$ cat config.mk
export PLATFORM = sky130hd
export DESIGN_NAME = pipereg_stage
export DESIGN_NICKNAME = d
export VERILOG_FILES = /design/src/rtl/pipereg_stage.sv
export SDC_FILE = /design/constraint.sdc
export NUM_CORES = 1
export LEC_CHECK = 0
export CAP_MARGIN = 0
export CORE_MARGIN = 2
export CORE_UTILIZATION = 50
export DETAILED_ROUTE_END_ITERATION = 10
export HOLD_SLACK_MARGIN = 0.1
export MAX_ROUTING_LAYER = met4
export PLACE_DENSITY_LB_ADDON = 0.12
export REMOVE_ABC_BUFFERS = 1
export SYNTH_ARGS = -nofsm -noshare
export SYNTH_HDL_FRONTEND = slang
export SYNTH_SLANG_ARGS = --single-unit
$ cat constraint.sdc
create_clock -name clk -period 2.1 [get_ports clk]
set_input_delay 0.21 -clock clk [delete_from_list [all_inputs] [get_ports clk]]
set_output_delay 0.21 -clock clk [all_outputs]
set_load 0.005 [all_outputs]
$ cat src/rtl/pipereg_stage.sv
// Generic inter-stage pipeline register with a valid/ready handshake.
// SKID=1 gives a two-entry skid buffer whose in_ready does not depend on out_ready or stall.
// SKID=0 gives a single register whose in_ready is combinational.
// It also supports a synchronous flush, a stall/hold input and a saturating stall-cycle counter.
module pipereg_stage #(
   parameter int unsigned       DATA_W    = 64,
   parameter logic [DATA_W-1:0] RESET_VAL = '0,
   parameter int unsigned       SKID      = 1,
   parameter int unsigned       CNT_W     = 16
) (
   input  logic              clk,
   input  logic              reset,
   input  logic              in_valid,
   output logic              in_ready,
   input  logic [DATA_W-1:0] in_data,
   output logic              out_valid,
   input  logic              out_ready,
   output logic [DATA_W-1:0] out_data,
   input  logic              stall,
   input  logic              flush,
   output logic [CNT_W-1:0]  stall_cnt,
   input  logic              cnt_clr
);

   localparam logic [CNT_W-1:0] CNT_MAX = '1;

   logic              r_out_valid;
   logic [DATA_W-1:0] r_out_data;
   logic [CNT_W-1:0]  r_stall_cnt;
   logic              w_go;
   logic              w_take;
   logic              w_give;
   logic              w_in_ready;

   assign w_go   = out_ready & ~stall;
   assign w_take = in_valid & w_in_ready;
   assign w_give = r_out_valid & w_go;

   generate
      if (SKID != 0) begin : g_skid
         logic              r_sk_valid;
         logic [DATA_W-1:0] r_sk_data;

         // in_ready comes from a flop, so out_ready and stall have no combinational path to it.
         // Gating with reset holds in_ready low while reset is asserted.
         // After release, in_ready is already high for the first edge.
         assign w_in_ready = ~r_sk_valid & reset;

         // Main/skid state: flush kills both entries, and a full skid refills main on give.
         always_ff @(posedge clk or negedge reset) begin
            // NOTE: payload registers are reset to a known value on purpose, so no X reaches out_data.
            // Sequential state is updated only with non-blocking assignments.
            if (!reset) begin
               r_out_valid <= 1'b0;
               r_out_data  <= RESET_VAL;
               r_sk_valid  <= 1'b0;
               r_sk_data   <= RESET_VAL;
            end else if (flush) begin
               r_out_valid <= 1'b0;
               r_sk_valid  <= 1'b0;
            end else if (r_sk_valid) begin
               if (w_give) begin
                  r_out_data <= r_sk_data;
                  r_sk_valid <= 1'b0;
               end
            end else if (w_take) begin
               if (!r_out_valid || w_give) begin
                  r_out_data  <= in_data;
                  r_out_valid <= 1'b1;
               end else begin
                  r_sk_data  <= in_data;
                  r_sk_valid <= 1'b1;
               end
            end else if (w_give) begin
               r_out_valid <= 1'b0;
            end
         end
      end else begin : g_reg
         // The slot frees up in the same cycle it is drained, which gives full throughput.
         assign w_in_ready = w_go | ~r_out_valid;

         // Single register: load on take, empty on give, otherwise hold.
         always_ff @(posedge clk or negedge reset) begin
            if (!reset) begin
               r_out_valid <= 1'b0;
               r_out_data  <= RESET_VAL;
            end else if (flush) begin
               r_out_valid <= 1'b0;
            end else if (w_take) begin
               r_out_data  <= in_data;
               r_out_valid <= 1'b1;
            end else if (w_give) begin
               r_out_valid <= 1'b0;
            end
         end
      end
   endgenerate

   // Count cycles where a real payload is waiting but cannot leave; the count saturates instead of wrapping.
   always_ff @(posedge clk or negedge reset) begin
      if (!reset) begin
         r_stall_cnt <= '0;
      end else if (cnt_clr) begin
         r_stall_cnt <= '0;
      end else if (r_out_valid && !w_go && !flush && (r_stall_cnt != CNT_MAX)) begin
         r_stall_cnt <= r_stall_cnt + 1'b1;
      end
   end

   assign in_ready  = w_in_ready;
   assign out_valid = r_out_valid;
   assign out_data  = r_out_data;
   assign stall_cnt = r_stall_cnt;

endmodule

==> key figures, run 1 <==
Min path
  • Worst min-delay path class: in -> async

Floorplan
  • Die width: 116.7 um
  • Core Box Area: 12,520 sq um
  • Std cell rows: 41
  • DIE AREA: 13,620 sq um
  • Top Ports: ~150
  • Die Ht: 116.7 um
  • Initial Utilization: ~50%

Synthesis
  • Netlist cell types: 38
  • Yosys warns: 0
  • Syn Area/Cell: between 10 and 15 sq um
  • Seq/Total Area, Yosys: 57.53%
  • Synth Cell Area: between 6000 and 7000 sq um
  • Synth Register Bits: 146
  • Cell count after synthesis: 527

STA
  • Clock skew: 0.007492 ns
  • Max Clk Rate: 0.5082 GHz
  • Worst Tran Pin Value: 0.8439 ns
  • Max_slew headroom: 43.74%
  • Count of pins over their slew limit: 0
  • WHS: 0.4299 ns
  • Tmin final: 1.968 ns
  • Setup ws final: approximately 0.13 ns
  • Finish-stage setup viols: 0
  • Final Hold Vio Count: 0
  • RSZ-0062 raised after global routing: no
  • Period utilization: between 90% and 100%

Clocking
  • Clock sinks: 146
  • Setup Buffers After CTS: 0
  • CTS HTree Levels: 4
  • Worst-path clk slew: 0.06 ns
  • TritonCTS clock tree: built
  • CTS buffer count: 17
  • Worst skew pair latency: 0.42 ns
  • Max Root-Sink Buffers: 2
  • Root buf cell: clkbuf_16

Final layout
  • Multi-input gate area: between 2000 and 3000 sq um
  • Diode count: 0
  • Fill cells: 954
  • Register area: 3657 sq um
  • Fin util: 69.66%
  • Final nets: ~750
  • Area grow syn2layout: 37.29%
  • Fraction of layout cells with a size suffix above 1: between 15 and 20%

Placed design
  • Pre-CTS setup slack: 0.03330 ns
  • Hpwl dp: 9049 um
  • GPL Wtd Cong: 0.7985
  • PortBufs: about 150

Setup path
  • Reg2Reg Setup Slack: 0.13 ns
  • WS Path Type: reg -> reg
  • Arr. time, crit path: 2.27 ns
  • CP Launch Type: flip-flop
  • Reg2Reg Depth: 5
  • CP endpoint kind: flip-flop
  • Worst Path Required: 2.40 ns
  • Crit-path max FO: 6

Pwr
  • Pwr Density: 934.1 nW/um^2
  • Total power: 8.145 mW
  • Worst VDD drop: 0.0006255 V
  • Lkg Pwr: ~3.5 nW

Routing
  • Overall via count from detail_route: 4,563
  • Initial detailed-routing violation count: 314
  • Routed vias/inst: 5.269
  • DR WL/cell: 16.39 um
  • Drt drc: 0
  • Pre-antenna DRT Iters: 6
  • DRT antenna net count: 0
  • Final wirelength: 14,190 um

Global route
  • Antenna violations before repair: 0
  • Tot GR Track Use: 22.16%
  • Largest net degree at the start of global routing: 147
  • Vias in the first global route: 4,557
  • Grt ovf: 0
  • Global-route wire length before repair: 22,520 um

Run status
  • Outcome: complete, no violations

Job
  • Max_cap viols: 0
==> path summary, 6_finish.rpt <==
path,from,endpoint
max reg2reg,stall_cnt[0],stall_cnt[10]
max in group asynchronous,reset,stall_cnt[4]
min,reset,g_skid.r_sk_data[46]
max,stall_cnt[0],stall_cnt[10]
min reg2reg,g_skid.r_sk_data[28],g_skid.r_sk_data[28]
min in group clk,in_data[51],g_skid.r_sk_data[51]
==> critical path, cell delays in order (launching register included) <==
cell and delay, ns:
dfrtp_1 0.42, ha_1 0.24, nand4_2 0.17, or3_4 0.40, nor4_2 0.25, mux2_2 0.36
==> what timing repair did <==
| action | in CTS | in global routing |
|---|---|---|
| hold buffers | 1 | 0 |
| endpoints found under the setup margin | 0 | 2 |
| resized for setup | 0 | 2 |
| endpoints found under the hold margin | 146 | 0 |
==> per-stage QoR <==
| stage | TNS (ns) | instance area, sq um | instances |
|---|---|---|---|
| after floorplan | -705.06 | 6180 | 494 |
| after global placement | 0 | 8122 | 833 |
| after detailed placement | 0 | 8122 | 833 |
| after CTS | 0 | 8708 | 866 |
| after global routing | 0 | 8720 | 866 |
| final | 0 | 8720 | 866 |
==> sequential cells by signal, summed over array words and instances (netlist names) <==
signal	cells
out_valid	1
out_data	64
stall_cnt	16
g_skid.r_sk_data	64
g_skid.r_sk_valid	1
==> kinds of logic (layout without fill, tap and decap cells) <==
| family | Yosys count | count (layout) | synth area share (%) |
|---|---|---|---|
| flip-flops | 146 | 146 | 57.53 |
| multiplexers | 133 | 133 | 22.32 |
| AND/OR/NAND/NOR | 123 | 123 | 9.673 |
| AO/OA/AOI/OAI | 87 | 87 | 7.349 |
| buffers and inverters | 37 | 204 | 2.935 |
| adder cells (fa/ha/maj) | 1 | 1 | 0.1970 |
==> cells in the final DEF (no fill, tap or decap), types with 2 or more instances in the layout <==
cell,synthesis,layout
dfrtp_1,146,145
nand2b_1,2,2
nor2_1,72,71
o21ai_0,3,3
nand4_2,2,2
clkinv_2,0,4
nor3_1,5,5
a21oi_1,73,73
nand2_1,8,8
clkdlybuf4s50_1,0,151
buf_4,5,10
nor2b_1,8,8
mux2_2,68,68
or3_1,4,3
or4_1,5,5
mux2i_1,64,64
inv_1,4,4
nand3b_1,2,2
clkbuf_16,0,17
clkbuf_1,5,2
o31ai_1,5,5
nand4_1,2,2
clkbuf_8,0,5
nand3_1,3,3
buf_12,0,5
==> report_power, final <==
part | internal, mW | switching [mW] | leakage, nW | total (mW)
sequential | 3.39 | 0.311 | 1.77 | 3.70
clock | 1.78 | 1.13 | 0.286 | 2.91
combinational | 0.988 | 0.544 | 1.47 | 1.53
total | 6.16 | 1.99 | 3.53 | 8.14
==> final cells by class <==
| type | count | area share (%) |
|---|---|---|
| sequential | 146 | 41.94 |
| multi-input combinational | 344 | 29.22 |
| timing repair buffer | 168 | 19.59 |
| clock buffer | 24 | 5.754 |
| tap | 172 | 2.468 |
| clock inverter | 8 | 0.8610 |
| inverter | 4 | 0.1722 |
==> synth_stat cells <==
master | n | area share (%)
a21oi_1 | 73 | 5.8
a221oi_1 | 1 | 0.14
a31o_2 | 1 | 0.14
a31oi_1 | 1 | 0.099
a41oi_1 | 1 | 0.14
and4_1 | 1 | 0.14
buf_2 | 23 | 1.8
buf_4 | 5 | 0.59
clkbuf_1 | 5 | 0.30
dfrtp_1 | 146 | 58
ha_1 | 1 | 0.20
inv_1 | 4 | 0.24
mux2_1 | 1 | 0.18
mux2_2 | 68 | 12
mux2i_1 | 64 | 10
nand2_1 | 8 | 0.47
nand2b_1 | 2 | 0.20
nand3_1 | 3 | 0.24
nand3b_1 | 2 | 0.24
nand4_1 | 2 | 0.20
nand4_2 | 2 | 0.39
nor2_1 | 72 | 4.3
nor2b_1 | 8 | 0.79
nor3_1 | 5 | 0.39
nor3b_1 | 1 | 0.12
nor4_1 | 2 | 0.20
nor4_4 | 1 | 0.33
nor4b_1 | 1 | 0.14
nor4b_2 | 1 | 0.24
nor4bb_1 | 1 | 0.16
o21ai_0 | 3 | 0.24
o21bai_1 | 1 | 0.12
o31ai_1 | 5 | 0.59
o41ai_1 | 1 | 0.14
or2_1 | 1 | 0.099
or2_2 | 1 | 0.099
or3_1 | 4 | 0.39
or4_1 | 5 | 0.59
==> metal layers <==
metal	GRT usage, %	vias to the layer above	routed length, um
met3	5.397	22	746
met2	34.45	123	7035
met5	-	-	0
li1	-	2165	-
met4	7.294	0	174
met1	28.80	2253	6235
Note: power is estimated with default switching activity, not from simulation.
==> inputs of run 2 (changes only) <==
- PLACE_DENSITY_LB_ADDON: 0.12 -> 0.05
==> key figures, run 2 (synthesis results as in run 1) <==
Setup path
  • Critical path startpoint: stall_cnt[0]
  • Crit-path max FO: 6
  • WP buf/inv: 1
  • CP Launch Type: flip-flop
  • Crit-path cells: ha_1 -> nand4_2 -> or3_4 -> buf_4 -> or3_1 -> a21oi_1
  • Worst Path Required: 2.42 ns
  • Crit path max-delay family: simple AND/OR/NAND/NOR gates
  • Max incr delay on CP: 0.42 ns
  • WS Path Type: reg -> reg
  • Critical R2R Launch: stall_cnt[0]
  • CP endpoint kind: flip-flop
  • Slowest cell on crit path: dfrtp_1
  • Arr. time, crit path: 2.28 ns

Final layout
  • Fraction of layout cells with a size suffix above 1: 18.48%
  • Multi-input gate area: 2547 sq um
  • Final std cells w/o fill: 870
  • Register area: 3657 sq um
  • Diode count: 0
  • Area grow syn2layout: 37.86%
  • Commonest non-fill, non-tap cell in the layout: clkdlybuf4s50_1
  • Fill cells: approximately 960
  • Final nets: 757
  • Commonest non-fill, non-tap cells in the layout: clkdlybuf4s50_1 (151), dfrtp_1 (145), a21oi_1 (73)
  • Final non-filler cell area: 8756 sq um

STA
  • Worst Tran Pin Value: 0.9682 ns
  • WHS: 0.4267 ns
  • Max_slew headroom: 35.46%
  • Finish-stage setup viols: 0
  • Count of pins over their slew limit: 0
  • Max Clk Rate: 0.5117 GHz
  • Final Hold Vio Count: 0
  • RSZ-0062 raised after global routing: no
  • Clock skew: 0.004802 ns
  • Period utilization: 93.07%
  • Tmin final: between 1.5 and 2 ns

Clocking
  • Max Root-Sink Buffers: 2
  • Worst skew pair latency: 0.42 ns
  • Setup Buffers After CTS: 0
  • CTS buffer count: 17
  • Worst-path clk slew: 0.06 ns
  • Clock sinks: 146
  • TritonCTS clock tree: built
  • CTS HTree Levels: 4
  • Root buf cell: clkbuf_16

Floorplan
  • Die width: 116.7 um
  • DIE AREA: 13,620 sq um
  • Die Ht: between 100 and 150 um
  • Top Ports: 153
  • Std cell rows: 41
  • Initial Utilization: 50.74%
  • Core Box Area: 12,520 sq um

Routing
  • DRT antenna net count: 0
  • Drt drc: 0
  • Initial detailed-routing violation count: 211
  • Pre-antenna DRT Iters: 5
  • Final wirelength: 13,950 um
  • Routed vias/inst: 5.283
  • Overall via count from detail_route: 4,596
  • DR WL/cell: between 15 and 20 um

Global route
  • Antenna violations before repair: 0
  • Tot GR Track Use: between 20% and 30%
  • Vias in the first global route: 4,615
  • Global-route wire length before repair: 22,600 um
  • Grt ovf: 0
  • Largest net degree at the start of global routing: 147

Pwr
  • Worst VDD drop: 0.0005145 V
  • Lkg Pwr: 3.542 nW
  • Total power: 7.935 mW
  • Pwr Density: 906.2 nW/um^2

Min path
  • Worst Hold Launch: in_data[44]
  • Worst min-delay path class: in -> reg

Placed design
  • Placed insts: between 800 and 900
  • Post-placement cell area: a little over 8000 sq um
  • Hpwl dp: approximately 9200 um
  • PortBufs: roughly 150
  • GPL Wtd Cong: 0.7854

Run status
  • Outcome: complete, no violations

Job
  • Max_cap viols: 0
==> run 2: changes by cell type in the layout (fill, tap and decap cells not counted), sizes merged <==
cell      previous run  this run
buf                 16        20
bufinv               1         0
clkbuf              24        22
clkinv               5         7
clkinvlp             1         2
==> run 2: power by group <==
part	switching [mW]	leakage (nW)	internal, mW
registers	0.314	1.77	3.39
clock network	1.11	0.266	1.59
logic	0.537	1.51	1.00
==> run 2: stage by stage <==
step | TNS [ns] | setup slack, ns | utilization (%)
3_5_place_dp | 0 | 0.01887 | 65.52
3_3_place_gp | 0 | 0.05041 | 65.52
4_1_cts | 0 | 0.04073 | 69.86
5_1_grt | 0 | 0.06143 | 69.95
6_report | 0 | 0.1456 | 69.95
2_1_floorplan | -705.06 | -7.796 | -
==> run 2: layer usage <==
| layer | wire length [um] | global-route usage (%) |
|---|---|---|
| met1 | 6164 | 28.31 |
| met2 | 6911 | 34.68 |
| met3 | 674 | 5.916 |
| met4 | 195 | 7.137 |
| met5 | 0 | - |
==> run 2: worst register-to-register path: stages, from the launching register on <==
cell	delay, ns
dfrtp_1	0.42
ha_1	0.23
nand4_2	0.16
or3_4	0.40
buf_4	0.17
or3_1	0.30
a21oi_1	0.17
==> run 2: area by class of cell <==
cell class	count	area share [%]
inverters	4	0.1715
clock inverters	10	0.6716
clock buffers	22	5.416
flip-flops and latches	146	41.77
repair buffers	172	20.42
multi-input cells	344	29.09
well taps	172	2.458
==> run 2: timing repair <==
action	4_1_cts	5_1_grt
hold buffers	1	0
hold endpoints to repair	146	0
gates resized for setup	0	2
endpoints found under the setup margin	0	1
==> run 2: worst paths after layout <==
| kind | to | slack (ns) | cells after the start |
|---|---|---|---|
| max in group asynchronous | g_skid.r_sk_valid | 1.02 | 3 |
| max | stall_cnt[6] | 0.15 | 6 |
| min in group asynchronous | g_skid.r_sk_data[8] | 0.53 | 3 |
| min reg2reg | g_skid.r_sk_data[56] | 0.50 | 1 |
| min | g_skid.r_sk_data[44] | 0.43 | 2 |
| max reg2reg | stall_cnt[6] | 0.15 | 6 |
